## src/rtl/ppfifo_2_axi_stream_pkt.sv

```systemverilog
// Drains one ping-pong FIFO block per AXI-Stream packet at one beat per clock,
// with a partial-keep final beat, start-of-packet user flag and status counters.
module ppfifo_2_axi_stream_pkt #(
   parameter int unsigned DATA_WIDTH  = 32,
   parameter int unsigned KEEP_WIDTH  = DATA_WIDTH / 8,
   parameter int unsigned SIZE_WIDTH  = 24,
   parameter int unsigned COUNT_WIDTH = 32
) (
   input  logic                   clk,
   input  logic                   rst_n,
   input  logic                   i_ppfifo_rdy,
   output logic                   o_ppfifo_act,
   input  logic [SIZE_WIDTH-1:0]  i_ppfifo_size,
   input  logic [DATA_WIDTH-1:0]  i_ppfifo_data,
   output logic                   o_ppfifo_stb,
   input  logic [KEEP_WIDTH-1:0]  i_last_keep,
   output logic                   o_axi_clk,
   input  logic                   i_axi_ready,
   output logic                   o_axi_valid,
   output logic [DATA_WIDTH-1:0]  o_axi_data,
   output logic [KEEP_WIDTH-1:0]  o_axi_keep,
   output logic                   o_axi_last,
   output logic                   o_axi_user,
   output logic                   o_busy,
   output logic [COUNT_WIDTH-1:0] o_block_count,
   output logic [COUNT_WIDTH-1:0] o_beat_count
);

   typedef enum logic [1:0] {IDLE, ACTIVE, RELEASE} state_t;

   state_t                state, state_next;
   logic [SIZE_WIDTH-1:0] r_size;
   logic [SIZE_WIDTH-1:0] r_count;
   logic [KEEP_WIDTH-1:0] r_keep;
   logic                  r_first;
   logic                  activate;
   logic                  load;
   logic                  load_last;
   logic                  accept;

   assign o_axi_clk = clk;
   assign accept    = o_axi_valid && i_axi_ready;
   assign o_busy    = (state != IDLE) || o_axi_valid;

   always_comb begin
      state_next = state;
      activate   = 1'b0;
      load       = 1'b0;
      load_last  = 1'b0;
      case (state)
         IDLE: begin
            if (i_ppfifo_rdy && !o_ppfifo_act) begin
               activate   = 1'b1;
               state_next = (i_ppfifo_size == '0) ? RELEASE : ACTIVE;
            end
         end
         ACTIVE: begin
            // r_size is nonzero here, so r_size-1 cannot underflow
            load = (r_count < r_size) && (!o_axi_valid || i_axi_ready);
            if (load && (r_count == r_size - SIZE_WIDTH'(1))) begin
               load_last  = 1'b1;
               state_next = RELEASE;
            end
         end
         RELEASE: state_next = IDLE;
         default: state_next = IDLE;
      endcase
   end

   always_ff @(posedge clk or negedge rst_n) begin
      if (!rst_n) state <= IDLE;
      else        state <= state_next;
   end

   always_ff @(posedge clk or negedge rst_n) begin
      if (!rst_n) begin
         o_ppfifo_act  <= 1'b0;
         o_ppfifo_stb  <= 1'b0;
         o_axi_valid   <= 1'b0;
         o_axi_data    <= '0;
         o_axi_keep    <= '0;
         o_axi_last    <= 1'b0;
         o_axi_user    <= 1'b0;
         o_block_count <= '0;
         o_beat_count  <= '0;
         r_size        <= '0;
         r_count       <= '0;
         r_keep        <= '0;
         r_first       <= 1'b0;
      end else begin
         o_ppfifo_stb <= load;
         if (activate) begin
            o_ppfifo_act <= 1'b1;
            r_size       <= i_ppfifo_size;
            r_keep       <= i_last_keep;
            r_count      <= '0;
            r_first      <= 1'b1;
         end else if (state == RELEASE) begin
            o_ppfifo_act <= 1'b0;
         end

         // A pending final beat of the previous block holds until ready
         if (load) begin
            o_axi_data  <= i_ppfifo_data;
            o_axi_valid <= 1'b1;
            o_axi_user  <= r_first;
            o_axi_last  <= load_last;
            o_axi_keep  <= load_last ? r_keep : '1;
            r_first     <= 1'b0;
            r_count     <= r_count + SIZE_WIDTH'(1);
         end else if (i_axi_ready) begin
            o_axi_valid <= 1'b0;
         end

         if (accept) begin
            o_beat_count <= o_beat_count + COUNT_WIDTH'(1);
            if (o_axi_last) o_block_count <= o_block_count + COUNT_WIDTH'(1);
         end
      end
   end

endmodule

```

## config.mk

```make
export PLATFORM = sky130hd
export DESIGN_NAME = ppfifo_2_axi_stream_pkt
export DESIGN_NICKNAME = d
export VERILOG_FILES = /design/src/rtl/ppfifo_2_axi_stream_pkt.sv
export SDC_FILE = /design/constraint.sdc
export NUM_CORES = 1
export LEC_CHECK = 0
export ABC_AREA = 1
export CORE_MARGIN = 3
export CORE_UTILIZATION = 45
export CTS_BUF_LIST = sky130_fd_sc_hd__clkbuf_2 sky130_fd_sc_hd__clkbuf_4 sky130_fd_sc_hd__clkbuf_8
export DETAILED_ROUTE_END_ITERATION = 8
export PLACE_DENSITY = 0.71
export RECOVER_POWER = 100
export SLEW_MARGIN = 20
export SYNTH_ARGS = -nofsm -noshare
export SYNTH_HDL_FRONTEND = slang
export SYNTH_SLANG_ARGS = --single-unit
```

## constraint.sdc

```tcl
create_clock -name clk -period 2.9 [get_ports clk]
set_input_delay 0.29 -clock clk [delete_from_list [all_inputs] [get_ports clk]]
set_output_delay 0.29 -clock clk [all_outputs]
set_load 0.05 [all_outputs]
```

# [Yosys cells after proc, flatten, opt, wreduce, memory -nomap -nowiden]
# Cells that the tools add are included.
[classes] n_addsub=4 order_cmp=1 eq_ne=5 n_mux=18 reduce_logical=16
[op_table] operator="32-bit by 1-bit adder with 32-bit output, second input constant" count=2
[op_table] operator="24-bit 2-to-1 mux" count=2
[op_table] operator="24-bit by 1-bit adder with 24-bit output, second input constant" count=1
[op_table] operator="24-bit == test" count=1
[op_table] operator="24-bit logical NOT" count=1
[op_table] operator="24-bit < comparator" count=1
[op_table] operator="24-bit by 1-bit subtractor with 24-bit output, second input constant" count=1
[op_table] operator="1-bit 2-to-1 mux" count=11
[op_table] operator="2-bit nonzero test" count=4
[op_table] operator="2-bit 2-to-1 mux" count=3
[op_table] operator="1-bit logical AND" count=4
[op_table] operator="4-bit 2-to-1 mux" count=1
[op_table] operator="2-bit inequality test, second input constant" count=2
[op_table] operator="2-bit case mux with 2 select lines" count=1
[op_table] operator="2-bit AND reduction" count=2
[op_table] operator="2-bit by 1-bit == test with 1-bit output, second input constant" count=1
[op_table] operator="2-bit == test, second input constant" count=1
[op_table] operator="1-bit logical NOT" count=2
[op_table] operator="2-bit logical NOT" count=1
[op_table] operator="1-bit logical OR" count=2
[totals] reg_bits=160 output_inout_bits=107 wordCells=58

# [Depth between registers and ports, before layout]
# Gate-level depths: netlist of the first run.
[logic_depth] word_depth=7 mapped_depth=16 depth_no_buf=16

==> results.md, run 1 <==
* Seq. cell area at 4000 um2
* Slowest CP cell: dlygate4sd3_1
* Hold Crit Depth at 3
* Total of cells resized after clock tree synthesis at 0
* Boundary Pins at 171
* DIE HEIGHT at 147 um
* 1st-iter DRT viols at 486
* Largest net degree at the start of global routing at 79
* Area growth syn-to-layout at 25.7%
* RePlAce Congestion at 0.864
* Seq/Total Area, Yosys at 0.450
* Crit path largest cell delay at 750 ps
* Slew Viols, Final at 0
* Type of the worst setup path: clk2out
* Initial core utilization at 0.467
* Port Buffers at 170
* Initial antenna violation count at 0
* Crit path max fanout at 2
* Post-route ant nets at 0
* Number of flops mapped to enable cells by yosys at 0
* Gate Count Post-Synth at 1099
* Slew Limit Headroom at 0.174
* Worst-margin pin slew at 1240 ps
* Hold Startpoint: i_ppfifo_data[23]
* GR Overflow Total at 0
* Vias in the first global route at 7550
* Final Setup Violations at 0
* Top FF cell, synth: dfrtp_1
* Fill count at 1765
* DRC Markers at 0
* Post-synthesis async set-or-reset flop share at 1.00
* Area of the core at 19100 um2
* Cells after DPL at 1515
* VDD IR max at 549 uV
* First-pass GRT wire length at 37800 um
* Worst R2R Setup Slack at 400 ps
* CP cell instances: clkbuf_8, clkbuf_8, dlygate4sd3_1
* Area of the multi-input gates at 4100 um2
* Crit end category: output port
* Pwr dens at 379 nW/um2
* Drt via density at 4.95
* Post-synth net total at 1191
* Synth Warn # at 0
* Vias at 7670
* Worst Hold Endpoint: o_axi_data[23]$_DFFE_PN0P_
* Skew-Pair Late Insertion Delay at 560 ps
* Post-synth top cells: 322 x nand2_1, 160 x dfrtp_1, 148 x inv_1
* Clock-pin slew of the registers on the worst-case setup and hold paths at 90 ps
* Std-Cell Rows at 50
* Final hold violations at 0
* Synth unique cells at 43
* Hold WC Path Type: in2reg
* Detailed Route WL at 22300 um
* RSZ-0062 raised after global routing: false
* Setup crit start kind: clock port
* Setup Skew at 16.2 ps
* Cell mode on critical path: clkbuf_8
* Post-route setup TNS at 0 ps
* Ranking of synthesized cells by area: dfrtp_1 45%, nand2_1 14%, xor2_1 6.6%, inv_1 6.2%, ha_1 3.9%
* DIE AREA at 21500 um2
* WP data required at 2610 ps
* Leakage power at 5.98 nW
* Count leader, synth: nand2_1
* Final nets at 1370
* Reg2reg start: r_size[5]$_DFFE_PN0P_
* Top cell type by total area after synthesis: dfrtp_1
* Die width at 147 um
* Power Total at 0.00424 W
* Non-Filler Instances at 1550
* Mapped Area at 8910 um2
* Gr usage total at 0.215
* Reg2Reg Depth at 11
* 1st-pass router iterations at 5
* DR WL/cell at 14.4 um
* Dpl hpwl at 16800 um
* Top-area cell type share of the netlist area at 0.450
* CP arrival at 2440 ps
* FF-to-FF End: r_count[14]$_DFFE_PN0P_
* Worst hold margin at 264 ps
* Diode count at 0
* Seq cells post-synth at 160
* Mean Syn Cell Area at 8.10 um2
* TritonCTS clock tree: yes
* Status: complete, no violations
* Fraction of layout cells with a size suffix above 1 at 0.0550
* Max_cap viols at 0
==> final cells by class <==
class / count / share of cell area
clock buffer: 23 / 0.0268
multi-input combinational: 764 / 0.366
tap: 260 / 0.0291
inverter: 153 / 0.0514
sequential: 160 / 0.358
timing repair buffer: 178 / 0.157
clock inverter: 12 / 0.0123
==> cells in the final DEF, fill, tap and decap left out, types with 4 or more instances in the layout <==
cell | Yosys | final
or2_2 | 6 | 6
a21oi_1 | 12 | 12
nor2_1 | 71 | 79
dfrtp_1 | 160 | 160
xor2_1 | 67 | 67
clkbuf_2 | 1 | 4
o22ai_1 | 13 | 13
nor4_1 | 13 | 16
nor2_2 | 11 | 8
dlygate4sd3_1 | 0 | 108
o21ai_0 | 48 | 49
nor3_1 | 15 | 18
nand4_1 | 28 | 30
clkinvlp_4 | 0 | 4
clkdlybuf4s50_1 | 0 | 62
nand3b_1 | 4 | 4
nor2_4 | 9 | 4
ha_1 | 28 | 28
nand3_1 | 54 | 55
xnor2_1 | 25 | 25
inv_1 | 148 | 150
clkbuf_8 | 0 | 20
nand2_1 | 322 | 328
==> sequential cells by signal, summed over array words and instances, names as in the netlist, 2 cells and up <==
register and cells:
o_axi_keep 4, o_axi_data 32, r_size 24, o_block_count 32, o_beat_count 32, r_keep 4, state 2, r_count 24
==> worst max-delay path: cells and delay by family <==
kind                   cells  cell delay (ps)
buffers and inverters      3              980
==> kinds of logic (layout without fill, tap and decap cells) <==
logic type	after synthesis	count (layout)	share of synthesized area
xor+xnor	92	92	0.0905
simple gates	560	560	0.292
fa+ha+maj	28	28	0.0393
buf+inv	175	366	0.0774
compound gates	84	84	0.0511
flops	160	160	0.450
==> per-layer routing <==
layer / global-route usage / up-vias / share of wire
met1: 0.298 / 3590 / 0.47
met5: 0 / - / 0
li1: - / 3836 / -
met3: 0.0574 / 29 / 0.060
met4: 0.0616 / 0 / 0.017
met2: 0.332 / 215 / 0.46
==> power by group <==
| group | total, W | switching (W) | internal (W) | leakage (nW) |
|---|---|---|---|---|
| Sequential | 0.00224 | 0.00000346 | 0.00223 | 2.03 |
| Clock | 0.00185 | 0.000953 | 0.000892 | 0.213 |
| Combinational | 0.000163 | 0.0000792 | 0.0000839 | 3.74 |
| Total | 0.00424 | 0.00104 | 0.00321 | 5.98 |
==> timing repair <==
action | in CTS | in global routing
hold buffers | 1 | 0
endpoints found under the hold margin | 49 | 0
setup endpoints to repair | 0 | 0
buffers inserted | 0 | 0
==> per-stage QoR <==
step / instance area [um2] / util / setup WS, ps
final: 11200 / 0.587 / 173
after global routing: 11200 / 0.587 / 120
after CTS: 11300 / 0.595 / 226
after detailed placement: 10900 / 0.572 / 488
after global placement: 10900 / 0.572 / 488
after floorplan: 8910 / - / 708
==> worst max path at each step <==
stage,startpoint,to,slack (ps),depth (start not counted)
after floorplan,o_block_count[0]$_DFFE_PN0P_,o_block_count[28]$_DFFE_PN0P_,710,9
after global placement,clk,o_axi_clk,490,1
after detailed placement,clk,o_axi_clk,490,1
after CTS,clk,o_axi_clk,230,3
after global routing,rst_n,r_size[18]$_DFFE_PN0P_,120,3
final,clk,o_axi_clk,170,3
No activity file was read; power rests on OpenSTA's default activity.
==> run 2, diff against run 1 <==
--- a/config.mk
+++ b/config.mk
@@ -10,6 +10,7 @@
 export CORE_UTILIZATION = 45
 export CTS_BUF_LIST = sky130_fd_sc_hd__clkbuf_2 sky130_fd_sc_hd__clkbuf_4 sky130_fd_sc_hd__clkbuf_8
 export DETAILED_ROUTE_END_ITERATION = 8
+export HOLD_SLACK_MARGIN = 0.02
 export PLACE_DENSITY = 0.71
 export RECOVER_POWER = 100
 export SLEW_MARGIN = 20
==> results of run 2 <==
No change in the layout: final DEF, timing and power equal those of run 1.
==> run 3, diff against run 2 <==
--- a/config.mk
+++ b/config.mk
@@ -9,9 +9,10 @@
 export CORE_MARGIN = 3
 export CORE_UTILIZATION = 45
 export CTS_BUF_LIST = sky130_fd_sc_hd__clkbuf_2 sky130_fd_sc_hd__clkbuf_4 sky130_fd_sc_hd__clkbuf_8
+export CTS_CLUSTER_SIZE = 12
 export DETAILED_ROUTE_END_ITERATION = 8
 export HOLD_SLACK_MARGIN = 0.02
-export PLACE_DENSITY = 0.71
+export PLACE_DENSITY = 0.68
 export RECOVER_POWER = 100
 export SLEW_MARGIN = 20
 export SYNTH_ARGS = -nofsm -noshare
==> results.md, run 3 (same netlist as run 1, synthesis figures left out) <==
* Vias in the first global route at 7577 (was 7550)
* Reg2reg start: r_size[3]$_DFFE_PN0P_ (was r_size[5]$_DFFE_PN0P_)
* Type of the worst setup path: clk2out (unchanged)
* Most common cell after layout, fill and taps aside: nand2_1 (unchanged)
* CP arrival at 2430 ps (was 2440 ps)
* Status: complete, no violations (unchanged)
* Initial core utilization at 0.467 (unchanged)
* DR WL/cell at 14.2 um (was 14.4 um)
* Port Buffers at 170 (unchanged)
* GR Overflow Total at 0 (unchanged)
* Largest registers: o_axi_data (32), o_beat_count (32), o_block_count (32) (unchanged)
* RSZ-0062 raised after global routing: false (unchanged)
* Worst R2R Setup Slack at 320 ps (was 400 ps)
* Worst Hold Endpoint: o_axi_data[17]$_DFFE_PN0P_ (was o_axi_data[23]$_DFFE_PN0P_)
* 1st-pass router iterations at 4 (was 5)
* Vias at 7609 (was 7670)
* Skew-Pair Late Insertion Delay at 580 ps (was 560 ps)
* Hold Startpoint: i_ppfifo_data[17] (was i_ppfifo_data[23])
* Slowest CP cell: dlygate4sd3_1 (unchanged)
* Final nets at 1375 (was 1370)
* DP Area at 10900 um2 (about the same)
* Std-Cell Rows at 50 (unchanged)
* DRC Markers at 0 (unchanged)
* VDD IR max at 623 uV (was 549 uV)
* Fill count at 1773 (was 1765)
* Die width at 147 um (unchanged)
* Final hold violations at 0 (unchanged)
* Dpl hpwl at 16700 um (was 16800 um)
* Cell mode on critical path: clkbuf_8 (unchanged)
* CP cell instances: clkbuf_8, clkbuf_8, dlygate4sd3_1 (unchanged)
* Final Cell Area at 11200 um2 (about the same)
* WP data required at 2610 ps (about the same)
* Setup Skew at 24.4 ps (was 16.2 ps)
* DIE HEIGHT at 147 um (unchanged)
* Slew Viols, Final at 0 (unchanged)
* TritonCTS clock tree: yes (unchanged)
* Largest net degree at the start of global routing at 76 (was 79)
* Clock-pin slew of the registers on the worst-case setup and hold paths at 100 ps (was 90 ps)
* Postcts setup bufs at 0 (unchanged)
* Boundary Pins at 171 (unchanged)
* Crit path max fanout at 2 (unchanged)
* Initial antenna violation count at 0 (unchanged)
* Hold_buf cts at 1 (unchanged)
* Hold Crit Depth at 3 (unchanged)
* Setup crit start kind: clock port (unchanged)
* Crit path largest cell delay at 750 ps (about the same)
* Hold WC Path Type: in2reg (unchanged)
* Fraction of layout cells with a size suffix above 1 at 0.0610 (was 0.0550)
* RePlAce Congestion at 0.867 (was 0.864)
* Crit end category: output port (unchanged)
* Final Setup Violations at 0 (unchanged)
* Worst hold margin at 250 ps (was 264 ps)
* Post-route setup TNS at 0 ps (unchanged)
* Commonest non-fill, non-tap cells in the layout: 327 x nand2_1, 160 x dfrtp_1, 150 x inv_1 (was 328 x nand2_1, 160 x dfrtp_1, 150 x inv_1)
* Leakage power at 6.01 nW (was 5.98 nW)
* Post-route ant nets at 0 (unchanged)
* DP Worst Slack at 372 ps (was 488 ps)
* Area growth syn-to-layout at 26.3% (was 25.7%)
* Total of cells resized after clock tree synthesis at 0 (unchanged)
* 1st-iter DRT viols at 391 (was 486)
* Detailed Route WL at 22100 um (was 22300 um)
* First-pass GRT wire length at 37900 um (was 37800 um)
* Slew Limit Headroom at 0.00490 (was 0.174)
* Pwr dens at 381 nW/um2 (was 379 nW/um2)
* DIE AREA at 21500 um2 (unchanged)
* Gr usage total at 0.215 (about the same)
* Area of the core at 19100 um2 (unchanged)
* Max_cap viols at 0 (unchanged)
* Worst Slack Setup Final at 183 ps (was 173 ps)
* FF-to-FF End: o_axi_data[25]$_DFFE_PN0P_ (was r_count[14]$_DFFE_PN0P_)
* Diode count at 0 (unchanged)
* Worst-margin pin slew at 1490 ps (was 1240 ps)
* Drt via density at 4.89 (was 4.95)
* Reg2Reg Depth at 11 (unchanged)
run 3: worst max-delay path by stage:
stage	startpoint	to	slack, ps	depth (start not counted)
6_report	clk	o_axi_clk	180	3
5_1_grt	r_size[3]$_DFFE_PN0P_	o_axi_data[27]$_DFFE_PN0P_	70	11
2_1_floorplan	o_block_count[0]$_DFFE_PN0P_	o_block_count[28]$_DFFE_PN0P_	710	9
3_5_place_dp	i_axi_ready	o_axi_data[31]$_DFFE_PN0P_	370	9
4_1_cts	clk	o_axi_clk	240	3
3_3_place_gp	i_axi_ready	o_axi_data[2]$_DFFE_PN0P_	440	9
run 3: stage by stage:
stage | instances | util | power [W]
final | 1556 | 0.590 | 0.00428
after global routing | 1556 | 0.590 | 0.00444
after CTS | 1556 | 0.597 | 0.00436
after floorplan | 1099 | - | 0.00238
after detailed placement | 1520 | 0.573 | 0.00253
after global placement | 1520 | 0.573 | 0.00253
run 3: layer usage:
metal | vias up | share of wire | track usage
met3 | 22 | 0.053 | 0.0574
met5 | - | 0 | 0
li1 | 3859 | - | -
met1 | 3568 | 0.47 | 0.293
met2 | 160 | 0.46 | 0.339
met4 | 0 | 0.014 | 0.0602
run 3: cell type report:
class	instances	area (um2)	share of cell area
Clock buffer	21	285	0.0254
Multi-Input combinational cell	764	4100	0.364
Timing Repair Buffer	183	1800	0.160
Sequential cell	160	4000	0.356
Inverter	153	576	0.0512
Clock inverter	15	165	0.0147
Tap cell	260	325	0.0289
run 3: worst max-delay path, delay by kind of cell:
family / cells / cell delay [ps]
buffers and inverters: 3 / 980
run 3: report_power, final:
group / leakage (nW) / internal [W] / total, W / switching, W
Sequential: 2.03 / 0.00223 / 0.00224 / 0.00000341
Clock: 0.229 / 0.000832 / 0.00188 / 0.00105
Combinational: 3.75 / 0.0000861 / 0.000166 / 0.0000800
Total: 6.01 / 0.00315 / 0.00428 / 0.00113
